`config.mk`:
```
export PLATFORM = sky130hd
export DESIGN_NAME = board_render_ctrl
export DESIGN_NICKNAME = d
export VERILOG_FILES = /design/src/rtl/chess_pkg.sv /design/src/rtl/board_upd_fifo.sv /design/src/rtl/board_render_ctrl.sv
export SDC_FILE = /design/constraint.sdc
export NUM_CORES = 1
export LEC_CHECK = 0
export CORE_ASPECT_RATIO = 0.5
export CORE_MARGIN = 4
export CORE_UTILIZATION = 30
export CTS_CLUSTER_DIAMETER = 150
export DETAILED_ROUTE_END_ITERATION = 10
export GPL_TIMING_DRIVEN = 0
export SKIP_CTS_REPAIR_TIMING = 1
export SLEW_MARGIN = 30
export SYNTH_ARGS = -nofsm -noshare
export SYNTH_HDL_FRONTEND = slang
export SYNTH_SLANG_ARGS = --single-unit
```
`constraint.sdc`:
```
create_clock -name vga_clk -period 14.8 [get_ports vga_clk]
set_input_delay 4.44 -clock vga_clk [delete_from_list [all_inputs] [get_ports vga_clk]]
set_output_delay 4.44 -clock vga_clk [all_outputs]
set_load 0.005 [all_outputs]
```
`src/rtl/chess_pkg.sv`:
```
// Shared piece codes, board geometry defaults and the power-on board layout
// for the chess display render path.
package chess_pkg;

  typedef enum logic [3:0] {
    PC_EMPTY = 4'd0,
    PC_WP    = 4'd1,
    PC_WN    = 4'd2,
    PC_WB    = 4'd3,
    PC_WR    = 4'd4,
    PC_WQ    = 4'd5,
    PC_WK    = 4'd6,
    PC_BP    = 4'd9,
    PC_BN    = 4'd10,
    PC_BB    = 4'd11,
    PC_BR    = 4'd12,
    PC_BQ    = 4'd13,
    PC_BK    = 4'd14
  } piece_t;

  localparam int SQ_SIZE  = 60;
  localparam int BOARD_X0 = 80;
  localparam int V_ACTIVE = 480;

  // Index is row*8+col with row 0 at the top (rank 8, black back rank).
  localparam logic [3:0] INIT_BOARD [64] = '{
    PC_BR, PC_BN, PC_BB, PC_BQ, PC_BK, PC_BB, PC_BN, PC_BR,
    PC_BP, PC_BP, PC_BP, PC_BP, PC_BP, PC_BP, PC_BP, PC_BP,
    PC_EMPTY, PC_EMPTY, PC_EMPTY, PC_EMPTY, PC_EMPTY, PC_EMPTY, PC_EMPTY, PC_EMPTY,
    PC_EMPTY, PC_EMPTY, PC_EMPTY, PC_EMPTY, PC_EMPTY, PC_EMPTY, PC_EMPTY, PC_EMPTY,
    PC_EMPTY, PC_EMPTY, PC_EMPTY, PC_EMPTY, PC_EMPTY, PC_EMPTY, PC_EMPTY, PC_EMPTY,
    PC_EMPTY, PC_EMPTY, PC_EMPTY, PC_EMPTY, PC_EMPTY, PC_EMPTY, PC_EMPTY, PC_EMPTY,
    PC_WP, PC_WP, PC_WP, PC_WP, PC_WP, PC_WP, PC_WP, PC_WP,
    PC_WR, PC_WN, PC_WB, PC_WQ, PC_WK, PC_WB, PC_WN, PC_WR
  };

  // Square index along one axis: a threshold ladder instead of a divider,
  // saturating at 7 for coordinates past the board edge.
  function automatic logic [2:0] cell_of(input logic [9:0] v, input int sq);
    logic [2:0] c;
    c = '0;
    for (int k = 1; k < 8; k++) begin
      if (int'(v) >= k * sq) c = 3'(k);
    end
    return c;
  endfunction

endpackage

```
`src/rtl/board_upd_fifo.sv`:
```
// Synchronous FIFO holding pending {square, piece} board updates.
// DEPTH must be a power of two, at least 2.
module board_upd_fifo #(
  parameter int DEPTH = 4,
  parameter int WIDTH = 10
) (
  input  logic             i_clk,
  input  logic             i_rst,
  input  logic             i_push,
  input  logic             i_pop,
  input  logic [WIDTH-1:0] i_wdata,
  output logic [WIDTH-1:0] o_rdata,
  output logic             o_full,
  output logic             o_empty
);

  localparam int AW = $clog2(DEPTH);

  logic [WIDTH-1:0] r_mem [DEPTH];
  logic [AW:0]      r_wptr;
  logic [AW:0]      r_rptr;
  logic             w_push;
  logic             w_pop;

  assign w_push = i_push & ~o_full;
  assign w_pop  = i_pop & ~o_empty;

  // Extra pointer MSB distinguishes full from empty when the indices match.
  assign o_empty = (r_wptr == r_rptr);
  assign o_full  = (r_wptr[AW] != r_rptr[AW]) && (r_wptr[AW-1:0] == r_rptr[AW-1:0]);
  assign o_rdata = r_mem[r_rptr[AW-1:0]];

  always_ff @(posedge i_clk or posedge i_rst) begin
    if (i_rst) begin
      r_wptr <= '0;
      r_rptr <= '0;
    end else begin
      if (w_push) r_wptr <= r_wptr + 1'b1;
      if (w_pop)  r_rptr <= r_rptr + 1'b1;
    end
  end

  always_ff @(posedge i_clk) begin
    if (w_push) r_mem[r_wptr[AW-1:0]] <= i_wdata;
  end

endmodule

```
`src/rtl/board_render_ctrl.sv`:
```
// Owns the 8x8 board, applies queued updates only in vertical blank, and
// produces per-pixel sprite address / piece / square colour two cycles later.
module board_render_ctrl #(
  parameter int BOARD_X0   = chess_pkg::BOARD_X0,
  parameter int SQ         = chess_pkg::SQ_SIZE,
  parameter int V_ACTIVE   = chess_pkg::V_ACTIVE,
  parameter int FIFO_DEPTH = 4
) (
  input  logic        vga_clk,
  input  logic        reset,
  input  logic [9:0]  DrawX,
  input  logic [9:0]  DrawY,
  input  logic        blank,
  input  logic        upd_valid,
  input  logic [5:0]  upd_sq,
  input  logic [3:0]  upd_piece,
  output logic        upd_ready,
  output logic [11:0] sprite_addr,
  output logic [3:0]  sprite_piece,
  output logic        sq_dark,
  output logic        in_board
);

  import chess_pkg::*;

  logic [9:0] w_fifo_rd;
  logic       w_full;
  logic       w_empty;
  logic       w_push;
  logic       w_pop;

  assign w_push    = upd_valid & ~w_full;
  assign w_pop     = (DrawY >= 10'(V_ACTIVE)) & ~w_empty;
  assign upd_ready = ~w_full;

  board_upd_fifo #(
    .DEPTH (FIFO_DEPTH),
    .WIDTH (10)
  ) u_fifo (
    .i_clk   (vga_clk),
    .i_rst   (reset),
    .i_push  (w_push),
    .i_pop   (w_pop),
    .i_wdata ({upd_sq, upd_piece}),
    .o_rdata (w_fifo_rd),
    .o_full  (w_full),
    .o_empty (w_empty)
  );

  // Writes happen only in vertical blank, so the render read never races them.
  logic [3:0] r_board [64];

  always_ff @(posedge vga_clk or posedge reset) begin
    if (reset) begin
      for (int i = 0; i < 64; i++) r_board[i] <= INIT_BOARD[i];
    end else if (w_pop) begin
      r_board[w_fifo_rd[9:4]] <= w_fifo_rd[3:0];
    end
  end

  logic [9:0] w_dx;
  logic       w_hit;
  logic [2:0] w_col;
  logic [2:0] w_row;
  logic [5:0] w_lx;
  logic [5:0] w_ly;

  assign w_dx  = DrawX - 10'(BOARD_X0);
  assign w_hit = blank & (DrawX >= 10'(BOARD_X0)) & (DrawX < 10'(BOARD_X0 + 8*SQ))
               & (DrawY < 10'(8*SQ));
  assign w_col = cell_of(w_dx, SQ);
  assign w_row = cell_of(DrawY, SQ);
  assign w_lx  = 6'(w_dx - 10'(w_col) * 10'(SQ));
  assign w_ly  = 6'(DrawY - 10'(w_row) * 10'(SQ));

  logic       r_hit;
  logic [2:0] r_col;
  logic [2:0] r_row;
  logic [5:0] r_lx;
  logic [5:0] r_ly;

  always_ff @(posedge vga_clk or posedge reset) begin
    if (reset) begin
      r_hit <= 1'b0;
      r_col <= '0;
      r_row <= '0;
      r_lx  <= '0;
      r_ly  <= '0;
    end else begin
      r_hit <= w_hit;
      r_col <= w_col;
      r_row <= w_row;
      r_lx  <= w_lx;
      r_ly  <= w_ly;
    end
  end

  logic [3:0]  w_piece;
  logic [11:0] w_addr;

  assign w_piece = r_board[{r_row, r_col}];
  assign w_addr  = 12'(r_ly) * 12'(SQ) + 12'(r_lx);

  always_ff @(posedge vga_clk or posedge reset) begin
    if (reset) begin
      sprite_addr  <= '0;
      sprite_piece <= '0;
      sq_dark      <= 1'b0;
      in_board     <= 1'b0;
    end else begin
      in_board <= r_hit;
      if (r_hit) begin
        sprite_addr  <= w_addr;
        sprite_piece <= w_piece;
        sq_dark      <= r_row[0] ^ r_col[0];
      end else begin
        sprite_addr  <= '0;
        sprite_piece <= '0;
        sq_dark      <= 1'b0;
      end
    end
  end

endmodule

```
==> run_summary.xml <==
<?xml version="1.0" encoding="UTF-8"?>
<metrics>
  <group name="placed_design">
    <metric name="dpl.cell_count" unit="">1917</metric>
    <metric name="postPlaceCellArea" unit="um^2">18200</metric>
    <metric name="gp_congestion" unit="">0.794</metric>
    <metric name="port_buffers" unit="">52</metric>
    <metric name="dp.final_hpwl" unit="um">28300</metric>
  </group>
  <group name="run">
    <metric name="max_cap_violations" unit="">0</metric>
  </group>
  <group name="logic_synthesis">
    <metric name="synth_edf_count" unit="">40</metric>
    <metric name="syn-instance-count" unit="">1118</metric>
    <metric name="synth.net_count" unit="">1201</metric>
    <metric name="synth-warning-count" unit="">0</metric>
    <metric name="async_reset_ff_share" unit="%">88.2</metric>
    <metric name="share_of_the_yosys_chip_area_belonging_to_registers" unit="%">52.8</metric>
    <metric name="synthesis.area_per_instance" unit="um^2">14.8</metric>
    <metric name="synth_seq_cells" unit="">339</metric>
    <metric name="synth.cell_area" unit="um^2">16600</metric>
    <metric name="ys.flop_type" unit="">dfrtp_1</metric>
    <metric name="synth.distinct_cells" unit="">66</metric>
  </group>
  <group name="setup_path">
    <metric name="worst_r2r_startpoint" unit="">r_ly[0]</metric>
    <metric name="cp_slowest_cell" unit="">clkdlybuf4s50_1</metric>
    <metric name="timing.critical_path.from_type" unit="">primary input</metric>
    <metric name="r2r-end" unit="">sprite_addr[11]</metric>
    <metric name="reg2reg_depth" unit="">11</metric>
    <metric name="crit_path_cell_trace" unit="">clkdlybuf4s50_1, inv_1, ha_1, buf_2, and2_1, a31o_2, or3_1, a21boi_0, o21ai_0, ha_1, xor2_1, ha_1, inv_1, ha_1, a21oi_1, xnor2_1, xnor2_1</metric>
    <metric name="cpMostUsedCell" unit="">ha_1</metric>
    <metric name="largest_delay_contributor_family_on_the_critical_path" unit="">adder cells</metric>
    <metric name="cp_slowest_stage_delay" unit="ns">0.67</metric>
    <metric name="worst-endpoint-arrival" unit="ns">8.62</metric>
    <metric name="cp.buffers_inverters" unit="">4</metric>
    <metric name="critPathRequiredTime" unit="ns">15.25</metric>
    <metric name="endpoint_kind" unit="">register</metric>
    <metric name="largest_fanout_of_any_net_on_the_critical_path" unit="">10</metric>
    <metric name="timing_worst_setup_path_type" unit="">in2reg</metric>
    <metric name="internal_reg_to_reg_setup_slack" unit="ns">11.21</metric>
  </group>
  <group name="floorplan">
    <metric name="ioPinCount" unit="">53</metric>
    <metric name="initial_utilization" unit="%">30.6</metric>
    <metric name="fp.dieW" unit="um">341</metric>
    <metric name="fp-row-count" unit="">60</metric>
    <metric name="core_region_area" unit="um^2">54200</metric>
    <metric name="die_height" unit="um">174</metric>
    <metric name="design.die.area" unit="um^2">59300</metric>
  </group>
  <group name="clock_tree">
    <metric name="tritoncts.num_buffers" unit="">36</metric>
    <metric name="root_buffer" unit="">clkbuf_16</metric>
    <metric name="tritoncts" unit="">done</metric>
    <metric name="insertion_delay" unit="ns">0.55</metric>
    <metric name="cts_max_level" unit="">2</metric>
    <metric name="cts.reportedPaths.clkPinSlew" unit="ns">0.06</metric>
    <metric name="clock_sinks" unit="">339</metric>
    <metric name="clk_path_buf_depth" unit="">3</metric>
  </group>
  <group name="timing">
    <metric name="worst_skew" unit="ns">0.0164</metric>
    <metric name="grt_setup_unrepaired" unit="">no</metric>
    <metric name="report.final.slew_viol_count" unit="">0</metric>
    <metric name="timing.max_slew.rel_slack" unit="%">37.6</metric>
    <metric name="worst_hold_slack" unit="ns">0.462</metric>
    <metric name="report.final.setup_viol" unit="">0</metric>
    <metric name="timing.fmax" unit="MHz">122</metric>
    <metric name="finalWorstPathRequiredPeriod" unit="ns">8.18</metric>
    <metric name="hold_viol" unit="">0</metric>
    <metric name="fin_crit_sh" unit="%">55.2</metric>
    <metric name="tightestPinTransition" unit="ns">0.937</metric>
  </group>
  <group name="grt">
    <metric name="grt_antenna_before_repair" unit="">0</metric>
    <metric name="grt_pass1_vias" unit="">10300</metric>
    <metric name="global_route.overflow_total" unit="">0</metric>
    <metric name="grt_pass1_wl" unit="um">63500</metric>
    <metric name="grt_usage" unit="%">13.9</metric>
    <metric name="grt_start_max_net_pins" unit="">90</metric>
  </group>
  <group name="power">
    <metric name="cellLeakagePower" unit="nW">8.24</metric>
    <metric name="powerDensity" unit="nW/um^2">192</metric>
    <metric name="vdd.ir_drop.worst" unit="mV">0.0826</metric>
  </group>
  <group name="min_path">
    <metric name="hold_path.class" unit="">reg2reg</metric>
    <metric name="whs_endpoint" unit="">sprite_addr[1]</metric>
    <metric name="hold_start" unit="">r_lx[1]</metric>
    <metric name="timing.hold.worst_path_depth" unit="">1</metric>
  </group>
  <group name="final_layout">
    <metric name="final_cells" unit="">1983</metric>
    <metric name="fraction_of_layout_instances_using_a_drive_strength_above_1" unit="%">39.5</metric>
    <metric name="nNetsFinal" unit="">1294</metric>
    <metric name="area.growth.synth_to_final" unit="%">16.7</metric>
    <metric name="final_design_area_no_fill" unit="um^2">19300</metric>
    <metric name="postLayoutCoreUtil" unit="%">35.7</metric>
    <metric name="antenna-diode-count" unit="">0</metric>
  </group>
  <group name="detailed_routing">
    <metric name="route.final.wire_length" unit="um">40900</metric>
    <metric name="ant_nets" unit="">0</metric>
    <metric name="drtPass1Iterations" unit="">5</metric>
    <metric name="route.detailed.vias_per_inst" unit="">4.90</metric>
    <metric name="routedWlPerCell" unit="um">20.6</metric>
    <metric name="detailedRoute.firstIterationViolations" unit="">659</metric>
    <metric name="dr_total_vias" unit="">9716</metric>
    <metric name="drc" unit="">0</metric>
  </group>
  <group name="status">
    <metric name="run_status" unit="">finished, final reports clean</metric>
  </group>
</metrics>
==> cell type report <==
class	count	area, um^2
multi-input cells	681	7460
repair buffers	55	603
clock buffers	47	1010
plain buffers	53	231
well taps	744	931
inverters	45	176
flip-flops and latches	339	8750
clock inverters	19	183
fillers	5282	34900
==> state kept, by name (all words and copies together) (netlist names), 3 cells and up <==
signal and flops:
r_col 3, r_lx 6, r_ly 6, r_row 3
sprite_piece 4, u_fifo.r_wptr 3, r_board 256, u_fifo.r_mem 40
u_fifo.r_rptr 3, sprite_addr 12
==> synth_stat cells (20+ instances only) <==
master | instances | share of area, %
mux2_2 | 257 | 17
and2_1 | 25 | 0.94
inv_1 | 45 | 1.0
edfxtp_1 | 40 | 7.2
nor2_1 | 43 | 0.97
dfstp_2 | 56 | 8.9
xnor2_1 | 20 | 1.1
nand2_1 | 51 | 1.2
clkbuf_1 | 36 | 0.81
dfrtp_1 | 243 | 37
ha_1 | 36 | 2.7
mux4_2 | 94 | 13
==> metal layers <==
layer / GRT usage (%) / vias up / part of all wire (%)
li1: - / 4312 / -
met1: 18.6 / 5131 / 45
met4: 4.15 / 0 / 2.4
met2: 23.0 / 210 / 49
met5: 0 / - / 0
met3: 2.57 / 63 / 4.4
==> per-stage QoR <==
| stage | power (mW) | TNS (ns) | setup WS (ns) |
|---|---|---|---|
| after floorplan | 2.34 | 0 | 2.19 |
| after detailed placement | 2.82 | 0 | 6.11 |
| after global placement | 2.79 | -508.64 | -2.11 |
| after global routing | 3.94 | 0 | 6.30 |
| final | 3.72 | 0 | 6.62 |
| after CTS | 3.75 | 0 | 6.67 |
==> worst reg2reg max path: stages, from the launching register on <==
cell,delay [ns]
dfrtp_1,0.42
fa_1,0.53
fa_1,0.52
inv_1,0.05
fa_1,0.48
inv_1,0.04
ha_1,0.30
nor2b_1,0.14
o21a_1,0.20
nor4bb_1,0.35
xnor3_1,0.27
and2_1,0.16
==> power by group <==
group / total [mW] / leakage [nW] / switching, mW / internal, mW
Clock: 0.918 / 0.588 / 0.393 / 0.526
Combinational: 1.43 / 3.50 / 0.793 / 0.639
Sequential: 1.37 / 4.15 / 0.133 / 1.24
Total: 3.72 / 8.24 / 1.32 / 2.40
==> cells in the final DEF (no fill, tap or decap), types with 40 or more instances in the layout <==
cell type / synthesis / routed
clkbuf_1: 36 / 40
clkdlybuf4s50_1: 0 / 52
dfrtp_1: 243 / 243
dfstp_2: 56 / 56
edfxtp_1: 40 / 40
inv_1: 45 / 44
mux2_2: 257 / 257
mux4_2: 94 / 94
nand2_1: 51 / 51
nor2_1: 43 / 43
==> worst max path at each step <==
stage	start	end	slack, ns	cells after the start
after floorplan	reset	in_board	2.19	1
after global placement	reset	u_fifo.r_wptr[0]	-2.11	2
after detailed placement	DrawX[4]	r_lx[5]	6.11	17
after CTS	DrawX[4]	r_lx[5]	6.67	17
after global routing	DrawX[4]	r_lx[5]	6.30	16
final	DrawX[4]	r_lx[5]	6.62	17
==> cells by family (layout without fill, tap and decap cells) <==
family                   Yosys count  in the layout  share of synthesized area (%)
multiplexers                     353            353                           30.3
adder cells (fa/ha/maj)           50             50                           4.35
AND/OR/NAND/NOR                  179            179                           5.54
AO/OA/AOI/OAI                     69             69                           2.93
XOR/XNOR                          30             30                           1.67
buffers and inverters             98            219                           2.41
flip-flops                       339            339                           52.8
No activity file was read; power rests on OpenSTA's default activity.
